### src/rtl/axi_write_router.sv
// AXI write-path router: one master, four slaves, one outstanding write.
// Decodes the target slave from the top two address bits and forwards AW to
// it. It then steers the write-data mux for the whole burst and returns the
// selected slave's B response. Disabled slaves are served by an internal
// DECERR sink, which swallows the burst and answers with bresp=2'b11.
module axi_write_router #(
    parameter int         ADDR_W = 32,
    parameter logic [3:0] SLV_EN = 4'b1111
) (
    input  logic              clk_i,
    input  logic              rst_i,
    input  logic              m_awvalid,
    output logic              m_awready,
    input  logic [ADDR_W-1:0] m_awaddr,
    input  logic              m_wvalid,
    input  logic              m_wlast,
    output logic              m_wready,
    output logic              m_bvalid,
    input  logic              m_bready,
    output logic [1:0]        m_bresp,
    output logic [3:0]        s_awvalid,
    input  logic [3:0]        s_awready,
    output logic [ADDR_W-1:0] s_awaddr,
    output logic [1:0]        s_wsel,
    output logic              wvalid,
    input  logic              wready,
    input  logic [3:0]        s_bvalid,
    input  logic [7:0]        s_bresp,
    output logic [3:0]        s_bready
);

    typedef enum logic [2:0] {
        ST_IDLE     = 3'd0,
        ST_ADDR     = 3'd1,
        ST_DATA     = 3'd2,
        ST_RESP     = 3'd3,
        ST_ERR_DATA = 3'd4,
        ST_ERR_RESP = 3'd5
    } state_t;

    state_t            state_q;
    logic [1:0]        sel_q;
    logic [ADDR_W-1:0] addr_q;
    logic [1:0]        idx_s;
    logic              sel_bvalid_s;

    assign idx_s        = m_awaddr[ADDR_W-1 -: 2];
    assign sel_bvalid_s = s_bvalid[sel_q];

    // Transaction sequencing: latch target on AW accept, advance on each handshake.
    always_ff @(posedge clk_i) begin
        if (rst_i) begin
            state_q <= ST_IDLE;
            sel_q   <= 2'd0;
            addr_q  <= {ADDR_W{1'b0}};
        end else begin
            case (state_q)
                ST_IDLE: begin
                    if (m_awvalid) begin
                        sel_q   <= idx_s;
                        addr_q  <= m_awaddr;
                        state_q <= SLV_EN[idx_s] ? ST_ADDR : ST_ERR_DATA;
                    end
                end
                ST_ADDR: begin
                    if (s_awready[sel_q]) begin
                        state_q <= ST_DATA;
                    end
                end
                ST_DATA: begin
                    if (m_wvalid && wready && m_wlast) begin
                        state_q <= ST_RESP;
                    end
                end
                ST_RESP: begin
                    if (sel_bvalid_s && m_bready) begin
                        state_q <= ST_IDLE;
                    end
                end
                ST_ERR_DATA: begin
                    if (m_wvalid && m_wlast) begin
                        state_q <= ST_ERR_RESP;
                    end
                end
                ST_ERR_RESP: begin
                    if (m_bready) begin
                        state_q <= ST_IDLE;
                    end
                end
                default: begin
                    state_q <= ST_IDLE;
                end
            endcase
        end
    end

    // Handshake decode; W and B pass straight through while their phase is active.
    always_comb begin
        m_awready = 1'b0;
        m_wready  = 1'b0;
        m_bvalid  = 1'b0;
        m_bresp   = 2'b00;
        s_awvalid = 4'b0000;
        s_awaddr  = {ADDR_W{1'b0}};
        s_wsel    = 2'b00;
        wvalid    = 1'b0;
        s_bready  = 4'b0000;
        if (rst_i) begin
            m_awready = 1'b0;
        end else begin
            s_awaddr = addr_q;
            s_wsel   = sel_q;
            case (state_q)
                ST_IDLE: begin
                    m_awready = 1'b1;
                end
                ST_ADDR: begin
                    s_awvalid = 4'b0001 << sel_q;
                end
                ST_DATA: begin
                    wvalid   = m_wvalid;
                    m_wready = wready;
                end
                ST_RESP: begin
                    m_bvalid = sel_bvalid_s;
                    m_bresp  = sel_bvalid_s ? s_bresp[{sel_q, 1'b0} +: 2] : 2'b00;
                    s_bready = {3'b000, m_bready} << sel_q;
                end
                ST_ERR_DATA: begin
                    m_wready = 1'b1;
                end
                ST_ERR_RESP: begin
                    m_bvalid = 1'b1;
                    m_bresp  = 2'b11;
                end
                default: begin
                    m_awready = 1'b0;
                end
            endcase
        end
    end

endmodule
### config.mk
export PLATFORM = sky130hd
export DESIGN_NAME = axi_write_router
export DESIGN_NICKNAME = d
export VERILOG_FILES = /design/src/rtl/axi_write_router.sv
export SDC_FILE = /design/constraint.sdc
export NUM_CORES = 1
export LEC_CHECK = 0
export CAP_MARGIN = 10
export CORE_UTILIZATION = 30
export CTS_BUF_LIST = sky130_fd_sc_hd__clkbuf_2 sky130_fd_sc_hd__clkbuf_4 sky130_fd_sc_hd__clkbuf_8
export CTS_CLUSTER_SIZE = 8
export DETAILED_ROUTE_END_ITERATION = 12
export DONT_BUFFER_PORTS = 1
export HOLD_SLACK_MARGIN = 0.02
export PLACE_DENSITY = 0.56
export SYNTH_ARGS = -nofsm -noshare
export SYNTH_HDL_FRONTEND = slang
export SYNTH_SLANG_ARGS = --single-unit
### constraint.sdc
create_clock -name clk_i -period 2.6 [get_ports clk_i]
set_input_delay 0.39 -clock clk_i [delete_from_list [all_inputs] [get_ports clk_i]]
set_output_delay 0.39 -clock clk_i [all_outputs]
set_load 0.05 [all_outputs]
==> results.sh <==
export IMPL_finalCriticalPeriod_ns=2.38
export IMPL_drtIter0Drc=41
export IMPL_seqCellArea_um2=701
export IMPL_port_buffers=0
export IMPL_status="completed"
export IMPL_cellPowerDensity_nw_per_um2=849
export IMPL_cts_max_level=2
export IMPL_cts_resized=0
export IMPL_r2r_cells=5
export IMPL_cp_start_kind="flop"
export IMPL_worstSkewPairLatency_ns=0.28
export IMPL_r2r_end="state_q[1]"
export IMPL_hold_violations=0
export IMPL_gp_congestion=0.777
export IMPL_grt_pass1_vias=1577
export IMPL_fp_coreArea_um2=5920
export IMPL_post_cts_buffers=0
export IMPL_endpoint_kind="output port"
export IMPL_setup_viol=0
export IMPL_grt_overflow=0
export IMPL_start_util_pct=31.0
export IMPL_wl_um=4460
export IMPL_num_io_pins=103
export IMPL_hold_buffers=0
export IMPL_rows=28
export IMPL_max_cap_violations=0
export IMPL_synth_common_cells="nand2_1, dfxtp_1, a21oi_1, nor2b_1, clkbuf_1"
export IMPL_required_ns=2.21
export IMPL_path_clk_slew_ns=0.07
export IMPL_fmax_mhz=420
export IMPL_critical_path_arrival_ns=1.99
export IMPL_hold_depth=1
export IMPL_wl_per_cell_um=12.5
export IMPL_ys_seq_area_share_pct=38.1
export IMPL_swShare_pct=42.8
export IMPL_fp_dieH_um=80.2
export IMPL_synth_cell_area_um2=1840
export IMPL_power_share_sequential_pct=37.4
export IMPL_synthDistinctLibCells=33
export IMPL_vdd_ir_drop_max_uv=402
export IMPL_grt_pass1_wl_um=6890
export IMPL_antenna_found_initial=0
export IMPL_rrSetupSlack_ns=0.68
export IMPL_ant_nets=0
export IMPL_drc=0
export IMPL_cts_tree="yes"
export IMPL_layout_drive_gt1_share_pct=24.8
export IMPL_final_max_slew_viol_count=0
export IMPL_hold_ws_ns=0.178
export IMPL_clockBufferDepth=2
export IMPL_cp_endpoint="m_bresp[1]"
export IMPL_r2r_start="sel_q[0]"
export IMPL_synth_area_leaders="dfxtp_1, nand2_1, nor2b_1"
export IMPL_rsz0062_at_grt="false"
export IMPL_power_frac_comb_pct=43.1
export IMPL_synth_fp_nets=299
export IMPL_synth_edff_count=0
export IMPL_n_antenna_cell=0
export IMPL_yosys_warnings=0
export IMPL_period_share_pct=91.6
export IMPL_crit_type="flop to output port"
export IMPL_cts_buffers=5
export IMPL_cp_max_fo=12
export IMPL_synth_top_area_cell="dfxtp_1"
export IMPL_tightestPinTransition_ns=0.602
export IMPL_synthCells=244
export IMPL_die_area_um2=6440
export IMPL_synth_top_cell_area_share_pct=38.1
export IMPL_multi_input_area_um2=1050
export IMPL_vias=1699
export IMPL_ys_flop_type="dfxtp_1"
export IMPL_final_setup_skew_ns=0.00592
export IMPL_die_width_um=80.2
export IMPL_total_power_uw=1990
export IMPL_tns_ns=0
export IMPL_async_reset_ff_share_pct=0
export IMPL_cp_startpoint="sel_q[0]"
export IMPL_root_buffer="clkbuf_8"
export IMPL_relSlewSlack_pct=59.8
export IMPL_p_leak_uw=0.000946
export IMPL_grt_max_degree=70
export IMPL_cts_sinks=35
export IMPL_hp_class="primary input to flop"
export IMPL_avgViaCountPerCell=4.76
export IMPL_hpwl_um=3140
export IMPL_avgSynthCellArea_um2=7.53
export IMPL_clockPowerShare_pct=19.5
export IMPL_p_int_uw=1140
export IMPL_ys_ff_latch=35
export IMPL_fillers=644
export IMPL_drt_first_pass_iters=4
export IMPL_grt_usage_pct=13.6
export IMPL_p_sw_uw=852
export IMPL_synth_most_common_cell="nand2_1"
export IMPL_nNetsFinal=336
export IMPL_syn2layout_area_growth_pct=27.7
## routing by layer
layer / vias to the layer above / GRT usage (%) / share of wire [%]
met5: - / 0 / 0
met4: 0 / 4.29 / 0.56
met3: 2 / 4.20 / 6.9
met2: 55 / 24.3 / 48
met1: 770 / 15.3 / 45
li1: 872 / - / -
## state kept, by name, summed over array words and instances, names as in the netlist
name and flops:
sel_q 2, state_q 3, addr_q 30
## how the worst min path moves through the flow
| stage | from | endpoint | slack, ns |
|---|---|---|---|
| after global routing | rst_i | addr_q[8] | 0.16 |
| after floorplan | addr_q[0] | addr_q[0] | 0.43 |
| final | rst_i | addr_q[18] | 0.18 |
| after global placement | addr_q[25] | addr_q[25] | 0.43 |
| after detailed placement | addr_q[13] | addr_q[13] | 0.44 |
| after CTS | rst_i | addr_q[9] | 0.16 |
## cells in the final DEF (no fill, tap or decap), types with 3 or more instances in the layout
master / synthesis / final
a21oi_1: 34 / 34
buf_4: 3 / 48
clkbuf_8: 1 / 5
dfxtp_1: 35 / 35
mux2i_1: 5 / 5
nand2_1: 76 / 76
nor2_1: 9 / 9
nor2b_1: 34 / 33
nor3_1: 3 / 3
nor4_2: 1 / 4
## power by group through the flow
stage	clock network (µW)	logic, µW	registers, µW
after detailed placement	0	869	759
final	388	858	746
after floorplan	0	725	689
after global placement	0	863	750
after global routing	430	941	766
after CTS	410	871	746
## layout make-up
type	count	area share [%]
Multi-Input combinational cell	187	45.0
Inverter	2	0.320
Tap cell	75	4.00
Clock buffer	6	3.25
Clock inverter	2	0.533
Sequential cell	35	29.9
Timing Repair Buffer	50	17.1
## kinds of logic after synthesis
logic type,count (synthesis),share of synthesized area [%]
buffers and inverters,22,6.06
AO/OA/AOI/OAI,42,14.1
flip-flops,35,38.1
AND/OR/NAND/NOR,138,36.5
multiplexers,7,5.18
## worst max-delay path: stages, from the launching register on
cell and delay [ns]:
dfxtp_1 0.71, mux2i_1 0.19, mux2i_1 0.17, a21oi_1 0.08, nor2_1 0.21, o21a_1 0.20
buf_12 0.14
## metrics by stage
stage	area [µm²]	cells	util (%)	setup slack (ns)
finish	2350	357	39.6	0.218
CTS	2350	357	39.6	0.171
global route	2350	357	39.6	0.0262
global placement	2260	349	38.1	0.593
detailed placement	2260	349	38.1	0.492
floorplan	1850	244	-	0.0734
Note: power is estimated with default switching activity, not from simulation.
